--- src/rtl/systolic_drain_unit_pkg.sv ---
// Shared constants and FSM state type for the systolic drain unit.
package systolic_drain_unit_pkg;

  localparam int ARRAY_DIM      = 4;
  localparam int WARP_SIZE      = 8;
  localparam int NUM_PE         = ARRAY_DIM * ARRAY_DIM;
  localparam int DEF_DATA_WIDTH = 16;
  localparam int DEF_ACC_WIDTH  = 32;

  typedef enum logic [2:0] {
    IDLE,
    CAPTURE,
    BEAT0,
    BEAT1,
    DONE
  } drain_state_t;

endpackage

--- src/rtl/systolic_drain_unit_if.sv ---
// Writeback handshake bus from the drain unit to the warp register file.
interface systolic_drain_unit_if
  import systolic_drain_unit_pkg::*;
#(
  parameter int DATA_WIDTH = DEF_DATA_WIDTH
) ();

  logic                                 wb_valid;
  logic                                 wb_ready;
  logic                                 wb_beat;
  logic [WARP_SIZE-1:0][DATA_WIDTH-1:0] wb_data;

  modport master (
    output wb_valid,
    output wb_beat,
    output wb_data,
    input  wb_ready
  );

  modport slave (
    input  wb_valid,
    input  wb_beat,
    input  wb_data,
    output wb_ready
  );

endinterface

--- src/rtl/systolic_drain_unit_acc_narrow.sv ---
// Combinational accumulator narrowing: arithmetic shift, then saturate when
// DRAIN_SATURATE_EN is defined, otherwise truncate (wrap) to DATA_WIDTH.
module acc_narrow #(
  parameter int ACC_WIDTH  = 32,
  parameter int DATA_WIDTH = 16,
  parameter int FRAC_SHIFT = 0
) (
  input  logic signed [ACC_WIDTH-1:0]  acc,
  output logic        [DATA_WIDTH-1:0] result
);

  localparam logic signed [ACC_WIDTH-1:0] SAT_MAX =
    {{(ACC_WIDTH-DATA_WIDTH+1){1'b0}}, {(DATA_WIDTH-1){1'b1}}};
  localparam logic signed [ACC_WIDTH-1:0] SAT_MIN =
    {{(ACC_WIDTH-DATA_WIDTH+1){1'b1}}, {(DATA_WIDTH-1){1'b0}}};

  function automatic logic [DATA_WIDTH-1:0] saturate(input logic signed [ACC_WIDTH-1:0] s);
    if (s > SAT_MAX)      return SAT_MAX[DATA_WIDTH-1:0];
    else if (s < SAT_MIN) return SAT_MIN[DATA_WIDTH-1:0];
    else                  return DATA_WIDTH'(s);
  endfunction

  function automatic logic [DATA_WIDTH-1:0] truncate(input logic signed [ACC_WIDTH-1:0] s);
    return DATA_WIDTH'(s);
  endfunction

  logic signed [ACC_WIDTH-1:0] shifted;

  assign shifted = acc >>> FRAC_SHIFT;

`ifdef DRAIN_SATURATE_EN
  assign result = saturate(shifted);
`else
  assign result = truncate(shifted);
`endif

endmodule

--- src/rtl/systolic_drain_unit.sv ---
// Drains the 4x4 PE accumulator array into the warp register file as two
// 8-lane beats. Narrowing mode selected by the DRAIN_SATURATE_EN macro.
module systolic_drain_unit
  import systolic_drain_unit_pkg::*;
#(
  parameter int DATA_WIDTH = DEF_DATA_WIDTH,
  parameter int ACC_WIDTH  = DEF_ACC_WIDTH,
  parameter int FRAC_SHIFT = 0
) (
  input  logic                              clk,
  input  logic                              reset_n,
  input  logic                              pause,
  input  logic                              matmul_done,
  input  logic [NUM_PE-1:0][ACC_WIDTH-1:0]  acc_in,
  output logic                              acc_clear,
  systolic_drain_unit_if.master             wb,
  output logic                              drain_busy,
  output logic                              drain_done,
  output logic                              drain_overrun
);

  drain_state_t                           state;
  logic                                   done_q;
  logic                                   start;
  logic                                   vld_p1;
  logic                                   beat_q;
  logic [NUM_PE-1:0][ACC_WIDTH-1:0]       snap_p0;
  logic [WARP_SIZE-1:0][DATA_WIDTH-1:0]   lane_data;

  assign start       = matmul_done & ~done_q;
  assign wb.wb_valid = vld_p1 & ~pause;
  assign wb.wb_beat  = beat_q;
  assign wb.wb_data  = lane_data;

  // Control FSM; pause freezes every transition but not edge detection.
  always_ff @(posedge clk or negedge reset_n) begin
    if (!reset_n) begin
      state         <= IDLE;
      done_q        <= 1'b0;
      acc_clear     <= 1'b0;
      vld_p1        <= 1'b0;
      beat_q        <= 1'b0;
      drain_busy    <= 1'b0;
      drain_done    <= 1'b0;
      drain_overrun <= 1'b0;
    end else begin
      done_q     <= matmul_done;
      acc_clear  <= 1'b0;
      drain_done <= 1'b0;
      if (start && state != IDLE) drain_overrun <= 1'b1;
      if (!pause) begin
        case (state)
          IDLE: begin
            if (start) begin
              state      <= CAPTURE;
              acc_clear  <= 1'b1;
              drain_busy <= 1'b1;
            end
          end
          CAPTURE: begin
            state  <= BEAT0;
            vld_p1 <= 1'b1;
            beat_q <= 1'b0;
          end
          BEAT0: begin
            if (wb.wb_ready) begin
              state  <= BEAT1;
              beat_q <= 1'b1;
            end
          end
          BEAT1: begin
            if (wb.wb_ready) begin
              state      <= DONE;
              vld_p1     <= 1'b0;
              beat_q     <= 1'b0;
              drain_done <= 1'b1;
            end
          end
          DONE: begin
            state      <= IDLE;
            drain_busy <= 1'b0;
          end
          default: state <= IDLE;
        endcase
      end
    end
  end

  // Snapshot is taken on the single acc_clear cycle, before the PEs zero.
  always_ff @(posedge clk or negedge reset_n) begin
    if (!reset_n)       snap_p0 <= '0;
    else if (acc_clear) snap_p0 <= acc_in;
  end

  // Lane i of beat b carries PE index b*8 + i.
  for (genvar lane = 0; lane < WARP_SIZE; lane++) begin : g_lane
    logic [ACC_WIDTH-1:0] sel_p1;

    assign sel_p1 = beat_q ? snap_p0[lane + WARP_SIZE] : snap_p0[lane];

    acc_narrow #(
      .ACC_WIDTH  (ACC_WIDTH),
      .DATA_WIDTH (DATA_WIDTH),
      .FRAC_SHIFT (FRAC_SHIFT)
    ) u_narrow (
      .acc    (sel_p1),
      .result (lane_data[lane])
    );
  end

endmodule
--- src/flat_wrapper.sv ---
// flat-port wrapper written by rule: the top's interface ports become plain ports
module systolic_drain_unit_flat import systolic_drain_unit_pkg::*;
#(
  parameter int DATA_WIDTH = DEF_DATA_WIDTH,
  parameter int ACC_WIDTH  = DEF_ACC_WIDTH,
  parameter int FRAC_SHIFT = 0
)
  (clk, reset_n, pause, matmul_done, acc_in, acc_clear, drain_busy, drain_done, drain_overrun, wb_wb_valid, wb_wb_beat, wb_wb_data, wb_wb_ready);
  systolic_drain_unit_if #(.DATA_WIDTH(DATA_WIDTH)) wb_i ();
  input  logic clk;
  input  logic reset_n;
  input  logic pause;
  input  logic matmul_done;
  input  logic [NUM_PE-1:0][ACC_WIDTH-1:0] acc_in;
  output logic acc_clear;
  output logic drain_busy;
  output logic drain_done;
  output logic drain_overrun;
  output wire logic [$bits(wb_i.wb_valid)-1:0] wb_wb_valid;
  output wire logic [$bits(wb_i.wb_beat)-1:0] wb_wb_beat;
  output wire logic [$bits(wb_i.wb_data)-1:0] wb_wb_data;
  input wire logic [$bits(wb_i.wb_ready)-1:0] wb_wb_ready;
  assign wb_wb_valid = wb_i.wb_valid;
  assign wb_wb_beat = wb_i.wb_beat;
  assign wb_wb_data = wb_i.wb_data;
  assign wb_i.wb_ready = wb_wb_ready;
  systolic_drain_unit #(.DATA_WIDTH(DATA_WIDTH), .ACC_WIDTH(ACC_WIDTH), .FRAC_SHIFT(FRAC_SHIFT)) u_core (.clk(clk), .reset_n(reset_n), .pause(pause), .matmul_done(matmul_done), .acc_in(acc_in), .acc_clear(acc_clear), .wb(wb_i), .drain_busy(drain_busy), .drain_done(drain_done), .drain_overrun(drain_overrun));
endmodule
--- config.mk ---
export PLATFORM = sky130hd
export DESIGN_NAME = systolic_drain_unit_flat
export DESIGN_NICKNAME = d
export VERILOG_FILES = /design/src/rtl/systolic_drain_unit_pkg.sv /design/src/rtl/systolic_drain_unit_if.sv /design/src/rtl/systolic_drain_unit_acc_narrow.sv /design/src/rtl/systolic_drain_unit.sv /design/src/flat_wrapper.sv
export SDC_FILE = /design/constraint.sdc
export NUM_CORES = 1
export LEC_CHECK = 0
export CELL_PAD_IN_SITES_DETAIL_PLACEMENT = 0
export CELL_PAD_IN_SITES_GLOBAL_PLACEMENT = 1
export CORE_AREA = 2 2 253 255
export DETAILED_ROUTE_END_ITERATION = 10
export DIE_AREA = 0 0 255 257
export HOLD_SLACK_MARGIN = 0.1
export PLACE_DENSITY_LB_ADDON = 0.1
export SLEW_MARGIN = 20
export SYNTH_ARGS = -nofsm -noshare
export SYNTH_HDL_FRONTEND = slang
export SYNTH_SLANG_ARGS = --single-unit
--- constraint.sdc ---
create_clock -name clk -period 1.3 [get_ports clk]
set_input_delay 0.195 -clock clk [delete_from_list [all_inputs] [get_ports clk]]
set_output_delay 0.195 -clock clk [all_outputs]
set_load 0.03 [all_outputs]
==> results of run 1 <==
[cells in the mapped netlist (2+ instances only)]
library cell  instances
buf_2                 7
buf_4                11
buf_6                26
nand2_1               3
mux2_2              384
nor2_1                2
dfrtp_1             266
a31oi_1               2
o21ai_0               4
nor2b_1               4
nor3_1                2
[layout make-up]
type / count / area (sq um)
sequential: 266 / 6664
timing repair buffer: 503 / 5758
clock buffer: 53 / 1069
fill: 6347 / 43360
multi-input combinational: 412 / 4656
tap: 846 / 1059
antenna: 3 / 7.507
clock inverter: 11 / 162.7
[flip-flops by register name (all words and copies together) (netlist names)]
signal,cells
u_core.drain_busy,1
u_core.done_q,1
u_core.vld_p1,1
u_core.drain_overrun,1
u_core.drain_done,1
u_core.snap_p0,256
u_core.wb.wb_beat,1
u_core.acc_clear,1
u_core.state,3
[kinds of logic after synthesis]
group	after synthesis	synth area share, %
flip-flops	266	57.59
AO/OA/AOI/OAI	12	0.7038
multiplexers	384	37.41
buffers and inverters	44	3.551
AND/OR/NAND/NOR	16	0.7362
[worst register-to-register path, stage by stage, from the launching register on]
cell and delay, ns:
dfrtp_4 0.52, buf_12 0.15, buf_16 0.13, buf_6 0.11
buf_6 0.10, buf_6 0.11, buf_6 0.12, mux2_4 0.29
[power breakdown]
part | internal, mW | leakage [nW] | switching [mW] | total, mW
clock network | 6.50 | 0.606 | 3.95 | 10.4
registers | 12.3 | 3.24 | 2.27 | 14.6
logic | 14.3 | 4.48 | 12.4 | 26.6
[through the flow]
stage	TNS, ns	power (mW)	setup WS (ns)
after floorplan	-9.996	28.51	-0.1023
after global placement	-55.61	38.84	-0.5594
after detailed placement	-57.64	38.88	-0.5748
after CTS	-115.03	51.68	-0.9213
after global routing	-139.84	54.62	-0.9237
final	-120.32	51.65	-0.8439
[worst max-delay path by stage]
stage          cells after the start  slack (ns)              end                     startpoint
2_1_floorplan                      3       -0.10   wb_wb_data[10]  u_core.wb.wb_beat$_DFFE_PN0P_
3_3_place_gp                       3       -0.56  wb_wb_data[117]  u_core.wb.wb_beat$_DFFE_PN0P_
3_5_place_dp                       3       -0.57  wb_wb_data[113]  u_core.wb.wb_beat$_DFFE_PN0P_
4_1_cts                            5       -0.92  wb_wb_data[118]  u_core.wb.wb_beat$_DFFE_PN0P_
5_1_grt                            5       -0.92   wb_wb_data[15]  u_core.wb.wb_beat$_DFFE_PN0P_
6_report                           5       -0.84    wb_wb_data[5]  u_core.wb.wb_beat$_DFFE_PN0P_
[per-layer routing]
layer	vias to the layer above	part of all wire [%]
li1	3615	-
met1	3909	40
met2	258	46
met3	49	11
met4	10	1.8
met5	-	0.11
[placed cells by master (no fill, tap or decap), drive strengths merged]
master | netlist | layout
a2bb2oi | 1 | 1
a31oi | 2 | 2
buf | 44 | 229
bufinv | 0 | 4
clkbuf | 0 | 64
clkdlybuf4s50 | 0 | 258
clkinv | 0 | 5
dfrtp | 266 | 266
diode | 0 | 3
dlygate4sd3 | 0 | 5
inv | 0 | 2
mux2 | 384 | 384
nand2 | 3 | 3
nand2b | 1 | 1
nand3 | 1 | 1
nor2 | 2 | 2
nor2b | 4 | 4
nor3 | 2 | 2
nor3b | 1 | 1
nor4 | 1 | 1
o21a | 1 | 1
o21ai | 4 | 4
o21bai | 1 | 1
o22a | 1 | 1
o2bb2ai | 1 | 1
o31ai | 1 | 1
or2 | 1 | 1
[timing repair]
| action | CTS | global route |
|---|---|---|
| hold endpoints to repair | 267 | 0 |
| gates cloned | 2 | 13 |
| resized for setup | 322 | 78 |
| buffers inserted | 12 | 23 |
| endpoints found under the setup margin | 317 | 360 |
| hold buffers | 5 | 0 |
==> results.json, run 1 <==
{
  "min-delay-start": "acc_in[43]",
  "ant_nets": 0,
  "routed_via_density": 3.745,
  "routed_wl_um": 41840,
  "cts-root-buf": "clkbuf_16",
  "clk_pin_slew_ns": 0.06,
  "worstPathMaxFanout": 10,
  "syn_inst": 722,
  "synth_edf_count": 0,
  "top_usage_layer": "met2",
  "tightest_slew_ns": 0.4456,
  "synth_top_cell_by_area": "dfrtp_1",
  "fin_util_pct": 30.88,
  "cts_buffer_depth": 3,
  "dp_hpwl_um": 29620,
  "reg2reg_from": "u_core.acc_clear$_DFF_PN0_",
  "critical_path.cell_chain": "buf_4, buf_12, buf_12, mux2_2, buf_12",
  "cpPeakStageDelay_ns": 0.52,
  "wl_per_cell_um": 19.98,
  "grt_pass1_vias": 8672,
  "grt.total_usage_pct": 12.18,
  "p_per_area_mw_per_mm2": 2666,
  "port_buffers": 394,
  "worstSkewPairLatency_ns": 0.54,
  "timing.hold.ws_ns": 0.2622,
  "min_period_over_period_pct": 164.9,
  "use_met1_pct": 14.10,
  "synth_area_per_cell_sq_um": 16.01,
  "gr-usage-met2_pct": 19.61,
  "relSlewSlack_pct": 70.20,
  "grt_max_degree": 41,
  "fp-row-count": 92,
  "reg2reg_slack_ns": -0.34,
  "power.leakage_nw": 8.320,
  "status": "finished, violations left",
  "setup_slack_ns": -0.8439,
  "cts_sinks": 266,
  "placed_cell_area_sq_mm": 0.01697,
  "io_pins": 651,
  "fin_area_sq_mm": 0.01937,
  "hold_path_depth": 2,
  "syn_to_final_growth_pct": 67.64,
  "rr_worst_depth": 7,
  "fin_crit_ns": 2.144,
  "grt-ovfl-total": 0,
  "irDropWorstVdd_mv": 1.507,
  "min_to": "u_core.snap_p0[43]$_DFFE_PN0P_",
  "tritoncts": "yes",
  "violations": "setup timing",
  "grt_use_met3_pct": 6.363,
  "slowest_stage": "dfrtp_4",
  "fin_skew_ns": 0.01401,
  "setup_viol": 295,
  "dieHeight_um": 257,
  "seq_area_frac_synth_pct": 57.59,
  "synth_cell_type_count": 22,
  "synth.top_cell.area_share_pct": 57.59,
  "crit_top_cell": "buf_12",
  "grt_pass1_wl_um": 58780,
  "htreeDepth": 2,
  "cp.arrival_ns": 1.95,
  "crit_type": "flop to output port",
  "start_util_pct": 18.42,
  "endpoint_kind": "output port",
  "path_buf_inv": 4,
  "drive_gt1_share_pct": 54.86,
  "max_freq_ghz": 0.4664,
  "placedCellCount": 1974,
  "rsz0062_at_grt": "true",
  "startpoint_type": "flop",
  "drt_iter0_markers": 159,
  "drc_errors": 0,
  "synth_seq_cells": 266,
  "netlist_area_sq_mm": 0.01156,
  "async_flop_share_pct": 100.0,
  "vias": 7841,
  "synth.area.top_cells": "dfrtp_1, mux2_2, buf_6",
  "dr.pass1.iters": 4,
  "r2r-end": "u_core.snap_p0[288]$_DFFE_PN0P_",
  "synth_ff_type": "dfrtp_1",
  "syn_nets": 1239,
  "cts_made_buffers": 37,
  "core_sq_mm": 0.06274,
  "hp-class": "input port to flop",
  "ys_warn_count": 0,
  "cap_violations": 0,
  "finalHoldViolCount": 0,
  "die_x_um": 255,
  "gp_routability_congestion": 0.7076,
  "crit_family": "buffers and inverters",
  "stdcell_count": 2094,
  "required_ns": 1.11,
  "final_max_slew_viol_count": 0,
  "die_area_sq_mm": 0.06554,
  "nets": 1737,
  "antenna_found_initial": 9
}
Note: power is estimated with default switching activity, not from simulation.
==> inputs of run 2 (changes only) <==
--- a/config.mk
+++ b/config.mk
@@ -8,6 +8,7 @@
 export CELL_PAD_IN_SITES_DETAIL_PLACEMENT = 0
 export CELL_PAD_IN_SITES_GLOBAL_PLACEMENT = 1
 export CORE_AREA = 2 2 253 255
+export CTS_BUF_LIST = sky130_fd_sc_hd__clkbuf_4
 export DETAILED_ROUTE_END_ITERATION = 10
 export DIE_AREA = 0 0 255 257
 export HOLD_SLACK_MARGIN = 0.1
==> results.json, run 2 (synthesis results as in run 1) <==
{
  "routed_via_density": 3.776,
  "port_buffers": 394,
  "htreeDepth": 3,
  "placed_cell_area_sq_mm": 0.01697,
  "wl_per_cell_um": 18.20,
  "antenna_found_initial": 5,
  "syn_to_final_growth_pct": 93.69,
  "fin_skew_ns": 0.04648,
  "placedCellCount": 1974,
  "clkPwrFrac_pct": 17.1,
  "dieHeight_um": 257,
  "cts-root-buf": "clkbuf_4",
  "cap_violations": 0,
  "reg2reg_from": "u_core.acc_clear$_DFF_PN0_",
  "gp_routability_congestion": 0.7076,
  "cts_buffer_depth": 3,
  "fp-row-count": 92,
  "dp_hpwl_um": 29620,
  "tritoncts": "yes",
  "crit_type": "flop to output port",
  "max_freq_ghz": 0.4213,
  "worstPathMaxFanout": 10,
  "power_frac_comb_pct": 54.7,
  "drive_gt1_share_pct": 48.71,
  "status": "finished, violations left",
  "final_cell_mix": "mux2_2, dfrtp_1, dlygate4sd3_1, clkdlybuf4s50_1, clkbuf_4",
  "p_per_area_mw_per_mm2": 2319,
  "final_max_slew_viol_count": 0,
  "dr.pass1.iters": 4,
  "crit_top_cell": "buf_6",
  "power_mw": 51.92,
  "p_seq_share_pct": 28.2,
  "tns_ns": -165.85,
  "fin_util_pct": 35.68,
  "p_sw_mw": 19.07,
  "slowest_stage": "dfrtp_4",
  "tightest_slew_ns": 0.3584,
  "io_pins": 651,
  "vias": 9233,
  "cpPeakStageDelay_ns": 0.53,
  "critical_path.cell_chain": "buf_6, buf_12, buf_6, mux2_4, buf_6",
  "required_ns": 1.11,
  "stdcell_count": 2445,
  "grt-ovfl-total": 0,
  "start_util_pct": 18.42,
  "endpoint_kind": "output port",
  "relSlewSlack_pct": 76.11,
  "internal-power_mw": 32.85,
  "min-delay-start": "pause",
  "regMostFlops": "u_core.snap_p0",
  "setup_viol": 328,
  "fin_area_sq_mm": 0.02239,
  "swShare_pct": 36.73,
  "grt_pass1_wl_um": 62470,
  "grt.total_usage_pct": 12.64,
  "grt_max_degree": 41,
  "worstSetupStartpoint": "u_core.wb.wb_beat$_DFFE_PN0P_",
  "cts_made_buffers": 87,
  "n_fill_cell": 6237,
  "hp-class": "input port to flop",
  "nets": 2063,
  "drc_errors": 0,
  "drt_iter0_markers": 164,
  "largest_register_ffs": 256,
  "violations": "setup timing",
  "finalHoldViolCount": 0,
  "core_sq_mm": 0.06274,
  "die_x_um": 255,
  "die_area_sq_mm": 0.06554,
  "cts_sinks": 266,
  "layout_commonest_cell": "mux2_2",
  "setup_slack_ns": -1.074,
  "fin_crit_ns": 2.374,
  "startpoint_type": "flop",
  "rsz0062_at_grt": "true",
  "grt_pass1_vias": 10360,
  "irDropWorstVdd_mv": 1.285,
  "worstSkewPairLatency_ns": 0.81,
  "routed_wl_um": 44510,
  "power.leakage_nw": 9.781,
  "reg_top3": "u_core.snap_p0 x256, u_core.state x3",
  "cp.arrival_ns": 2.18,
  "min_period_over_period_pct": 182.6,
  "ant_nets": 0,
  "clk_pin_slew_ns": 0.06
}
==> run 2: cell types whose count changed in the layout (fill, tap and decap cells not counted), moves of 2 or more <==
cell / previous run / this run
buf_16: 8 / 11
buf_4: 68 / 57
buf_6: 98 / 115
clkbuf_1: 10 / 0
clkbuf_16: 50 / 22
clkbuf_4: 0 / 124
clkbuf_8: 4 / 0
clkinv_1: 0 / 9
clkinv_2: 5 / 0
dlygate4sd3_1: 5 / 260
inv_6: 2 / 0
mux2_2: 346 / 305
mux2_4: 38 / 79
==> run 2: layer usage <==
layer	track usage (%)	vias up	routed length (um)
met3	6.029	84	3876
met4	4.207	4	1153
li1	-	4302	-
met2	20.04	314	20730
met1	14.92	4529	18730
met5	0	-	22
==> run 2: worst paths after layout <==
| kind | endpoint | slack (ns) | cells after the start |
|---|---|---|---|
| min in group asynchronous | u_core.snap_p0[13]$_DFFE_PN0P_ | 0.57 | 4 |
| setup reg to reg | u_core.snap_p0[389]$_DFFE_PN0P_ | -0.38 | 6 |
| setup / recovery | wb_wb_data[118] | -1.07 | 5 |
| hold / removal | u_core.acc_clear$_DFF_PN0_ | 0.20 | 3 |
| hold reg to reg | u_core.snap_p0[361]$_DFFE_PN0P_ | 0.50 | 1 |
| max in group asynchronous | u_core.snap_p0[10]$_DFFE_PN0P_ | 0.30 | 5 |
==> run 2: final cells by class <==
type | count | area [sq um] | area share [%]
flip-flops and latches | 266 | 6664 | 29.77
clock inverters | 14 | 140.1 | 0.6260
well taps | 846 | 1059 | 4.729
multi-input cells | 412 | 4795 | 21.42
clock buffers | 124 | 930.9 | 4.159
repair buffers | 779 | 8787 | 39.25
diodes | 4 | 10.01 | 0.04472
==> run 2: repair_timing <==
| action | CTS | global route |
|---|---|---|
| gates resized for setup | 323 | 141 |
| hold endpoints to repair | 527 | 0 |
| endpoints found under the setup margin | 271 | 342 |
| hold buffers | 262 | 0 |
| setup buffers | 12 | 28 |
| cloned | 2 | 28 |
==> run 2: worst max-delay path: cells and delay by family, from the launching register on <==
kind,cells,cell delay [ns]
buffers and inverters,4,0.55
flip-flops,1,0.53
multiplexers,1,0.31
==> run 2: metrics by stage <==
stage               worst slack (ns)  hold WS (ns)
floorplan                    -0.1023       -0.1006
global placement             -0.5594       0.09645
detailed placement           -0.5748       0.09571
CTS                           -1.233        0.2005
global route                  -1.218        0.1120
finish                        -1.074        0.1959
==> run 2: power groups by stage <==
| stage | combinational (mW) | clock (mW) | sequential [mW] |
|---|---|---|---|
| CTS | 26.7 | 9.42 | 14.6 |
| global placement | 23.9 | 0 | 14.9 |
| global route | 30.0 | 9.86 | 15.1 |
| finish | 28.4 | 8.88 | 14.6 |
| floorplan | 14.8 | 0 | 13.7 |
| detailed placement | 24.1 | 0 | 14.7 |
==> inputs of run 3 (changes only) <==
--- a/config.mk
+++ b/config.mk
@@ -7,10 +7,10 @@
 export LEC_CHECK = 0
 export CELL_PAD_IN_SITES_DETAIL_PLACEMENT = 0
 export CELL_PAD_IN_SITES_GLOBAL_PLACEMENT = 1
-export CORE_AREA = 2 2 253 255
+export CORE_AREA = 8 8 245 247
 export CTS_BUF_LIST = sky130_fd_sc_hd__clkbuf_4
 export DETAILED_ROUTE_END_ITERATION = 10
-export DIE_AREA = 0 0 255 257
+export DIE_AREA = 0 0 253 255
 export HOLD_SLACK_MARGIN = 0.1
 export PLACE_DENSITY_LB_ADDON = 0.1
 export SLEW_MARGIN = 20
==> results.json, run 3 (synthesis results as in run 1) <==
{
  "fin_util_pct": 39.53,
  "ant_nets": 0,
  "die_area_sq_mm": 0.06452,
  "swShare_pct": 37.29,
  "cts_buffer_depth": 3,
  "p_per_area_mw_per_mm2": 2328,
  "crit_type": "flop to output port",
  "tightest_slew_ns": 0.4591,
  "power.leakage_nw": 9.599,
  "tritoncts": "yes",
  "placed_cell_area_sq_mm": 0.01676,
  "cpPeakStageDelay_ns": 0.50,
  "max_freq_ghz": 0.4194,
  "vias": 9201,
  "min_period_over_period_pct": 183.4,
  "hp-class": "input port to flop",
  "grt_pass1_vias": 10780,
  "highest_layer": "met4",
  "timing.hold.ws_ns": 0.2545,
  "largest_register_ffs": 256,
  "cts-root-buf": "clkbuf_4",
  "grt_max_degree": 42,
  "cap_violations": 0,
  "routed_wl_um": 45340,
  "clk_pin_slew_ns": 0.07,
  "power_mw": 51.49,
  "dp_hpwl_um": 30550,
  "path_buf_inv": 4,
  "place_ws_ns": -0.6387,
  "syn_to_final_growth_pct": 91.35,
  "power_frac_comb_pct": 55.3,
  "dr.pass1.iters": 4,
  "wl_met3_um": 3979,
  "wl_per_cell_um": 19.21,
  "drive_gt1_share_pct": 48.59,
  "fin_skew_ns": 0.03806,
  "crit_top_cell": "buf_12",
  "layout_commonest_cell": "mux2_2",
  "reg_top3": "u_core.snap_p0 x256, u_core.state x3",
  "critical_path.cell_chain": "buf_12, buf_16, buf_12, mux2_2, buf_6",
  "drt_iter0_markers": 195,
  "port_buffers": 394,
  "antenna_found_initial": 4,
  "gp_routability_congestion": 0.7163,
  "wl_met1_um": 19850,
  "internal-power_mw": 32.29,
  "setup_slack_ns": -1.084,
  "finalHoldViolCount": 0,
  "final_max_slew_viol_count": 0,
  "regMostFlops": "u_core.snap_p0",
  "start_util_pct": 20.66,
  "cts_sinks": 266,
  "relSlewSlack_pct": 69.39,
  "drc_errors": 0,
  "setup_viol": 386,
  "tns_ns": -147.38,
  "p_seq_share_pct": 28.4,
  "irDropWorstVdd_mv": 1.182,
  "p_sw_mw": 19.20,
  "required_ns": 1.11,
  "io_pins": 651,
  "grt.total_usage_pct": 13.56,
  "routed_via_density": 3.899,
  "worstSkewPairLatency_ns": 0.81,
  "worstPathMaxFanout": 7,
  "die_x_um": 253,
  "final_cell_mix": "mux2_2, dfrtp_1, dlygate4sd3_1, clkdlybuf4s50_1, buf_6",
  "cts_made_buffers": 85,
  "startpoint_type": "flop",
  "htreeDepth": 3,
  "placedCellCount": 1889,
  "grt_pass1_wl_um": 66570,
  "core_sq_mm": 0.05595,
  "grt-ovfl-total": 0,
  "rsz0062_at_grt": "true",
  "endpoint_kind": "output port",
  "fin_crit_ns": 2.384,
  "met2_wirelength_um": 20560,
  "fp-row-count": 87,
  "dieHeight_um": 255,
  "clkPwrFrac_pct": 16.3,
  "slowest_stage": "dfrtp_4",
  "crit_family": "buffers and inverters",
  "status": "finished, violations left",
  "violations": "setup timing",
  "stdcell_count": 2360,
  "nets": 2061,
  "fin_area_sq_mm": 0.02212,
  "cp.arrival_ns": 2.19
}
## run 3: cell count changes in the layout (fill, tap and decap cells not counted), sizes merged, moves of 2 or more
cell / change
clkbuf: -10
bufinv: -2
diode: +3
clkinv: +4
buf: +7
## run 3: routing by layer
metal	global-route usage, %	vias to the layer above
met2	20.56	308
met3	6.203	71
met5	0	-
li1	-	4321
met4	4.323	0
met1	17.06	4501
## run 3: final timing paths
path,startpoint,end,slack [ns],cells after the start
setup / recovery,u_core.wb.wb_beat$_DFFE_PN0P_,wb_wb_data[82],-1.08,5
hold / removal,pause,u_core.drain_busy$_DFFE_PN0P_,0.25,3
setup reg to reg,u_core.acc_clear$_DFF_PN0_,u_core.snap_p0[231]$_DFFE_PN0P_,-0.15,5
hold reg to reg,u_core.vld_p1$_DFFE_PN0P_,u_core.vld_p1$_DFFE_PN0P_,0.49,1
max in group asynchronous,reset_n,u_core.snap_p0[224]$_DFFE_PN0P_,0.22,4
min in group asynchronous,reset_n,u_core.snap_p0[10]$_DFFE_PN0P_,0.44,3
## run 3: cell type report
class	instances	area (sq um)
antenna	7	17.52
clock buffer	122	915.9
clock inverter	18	116.4
fill	5446	33840
multi-input combinational	412	4632
sequential	266	6664
tap	756	945.9
timing repair buffer	779	8823
## run 3: what timing repair did
action	CTS	global route
setup endpoints to repair	225	391
buffers inserted	31	14
cloned	13	15
gates resized for setup	642	87
hold buffers	261	0
hold endpoints to repair	527	0
## run 3: power groups by stage
stage | sequential [mW] | clock [mW] | combinational, mW
2_1_floorplan | 13.7 | 0 | 14.8
3_3_place_gp | 14.9 | 0 | 23.1
3_5_place_dp | 14.7 | 0 | 23.3
4_1_cts | 14.6 | 8.94 | 28.1
5_1_grt | 15.2 | 9.41 | 30.1
6_report | 14.6 | 8.39 | 28.5
## run 3: worst reg2reg max path, stage by stage (launching register included)
cell	delay (ns)
dfrtp_4	0.50
buf_8	0.15
buf_12	0.15
buf_12	0.14
buf_16	0.13
mux2_2	0.26
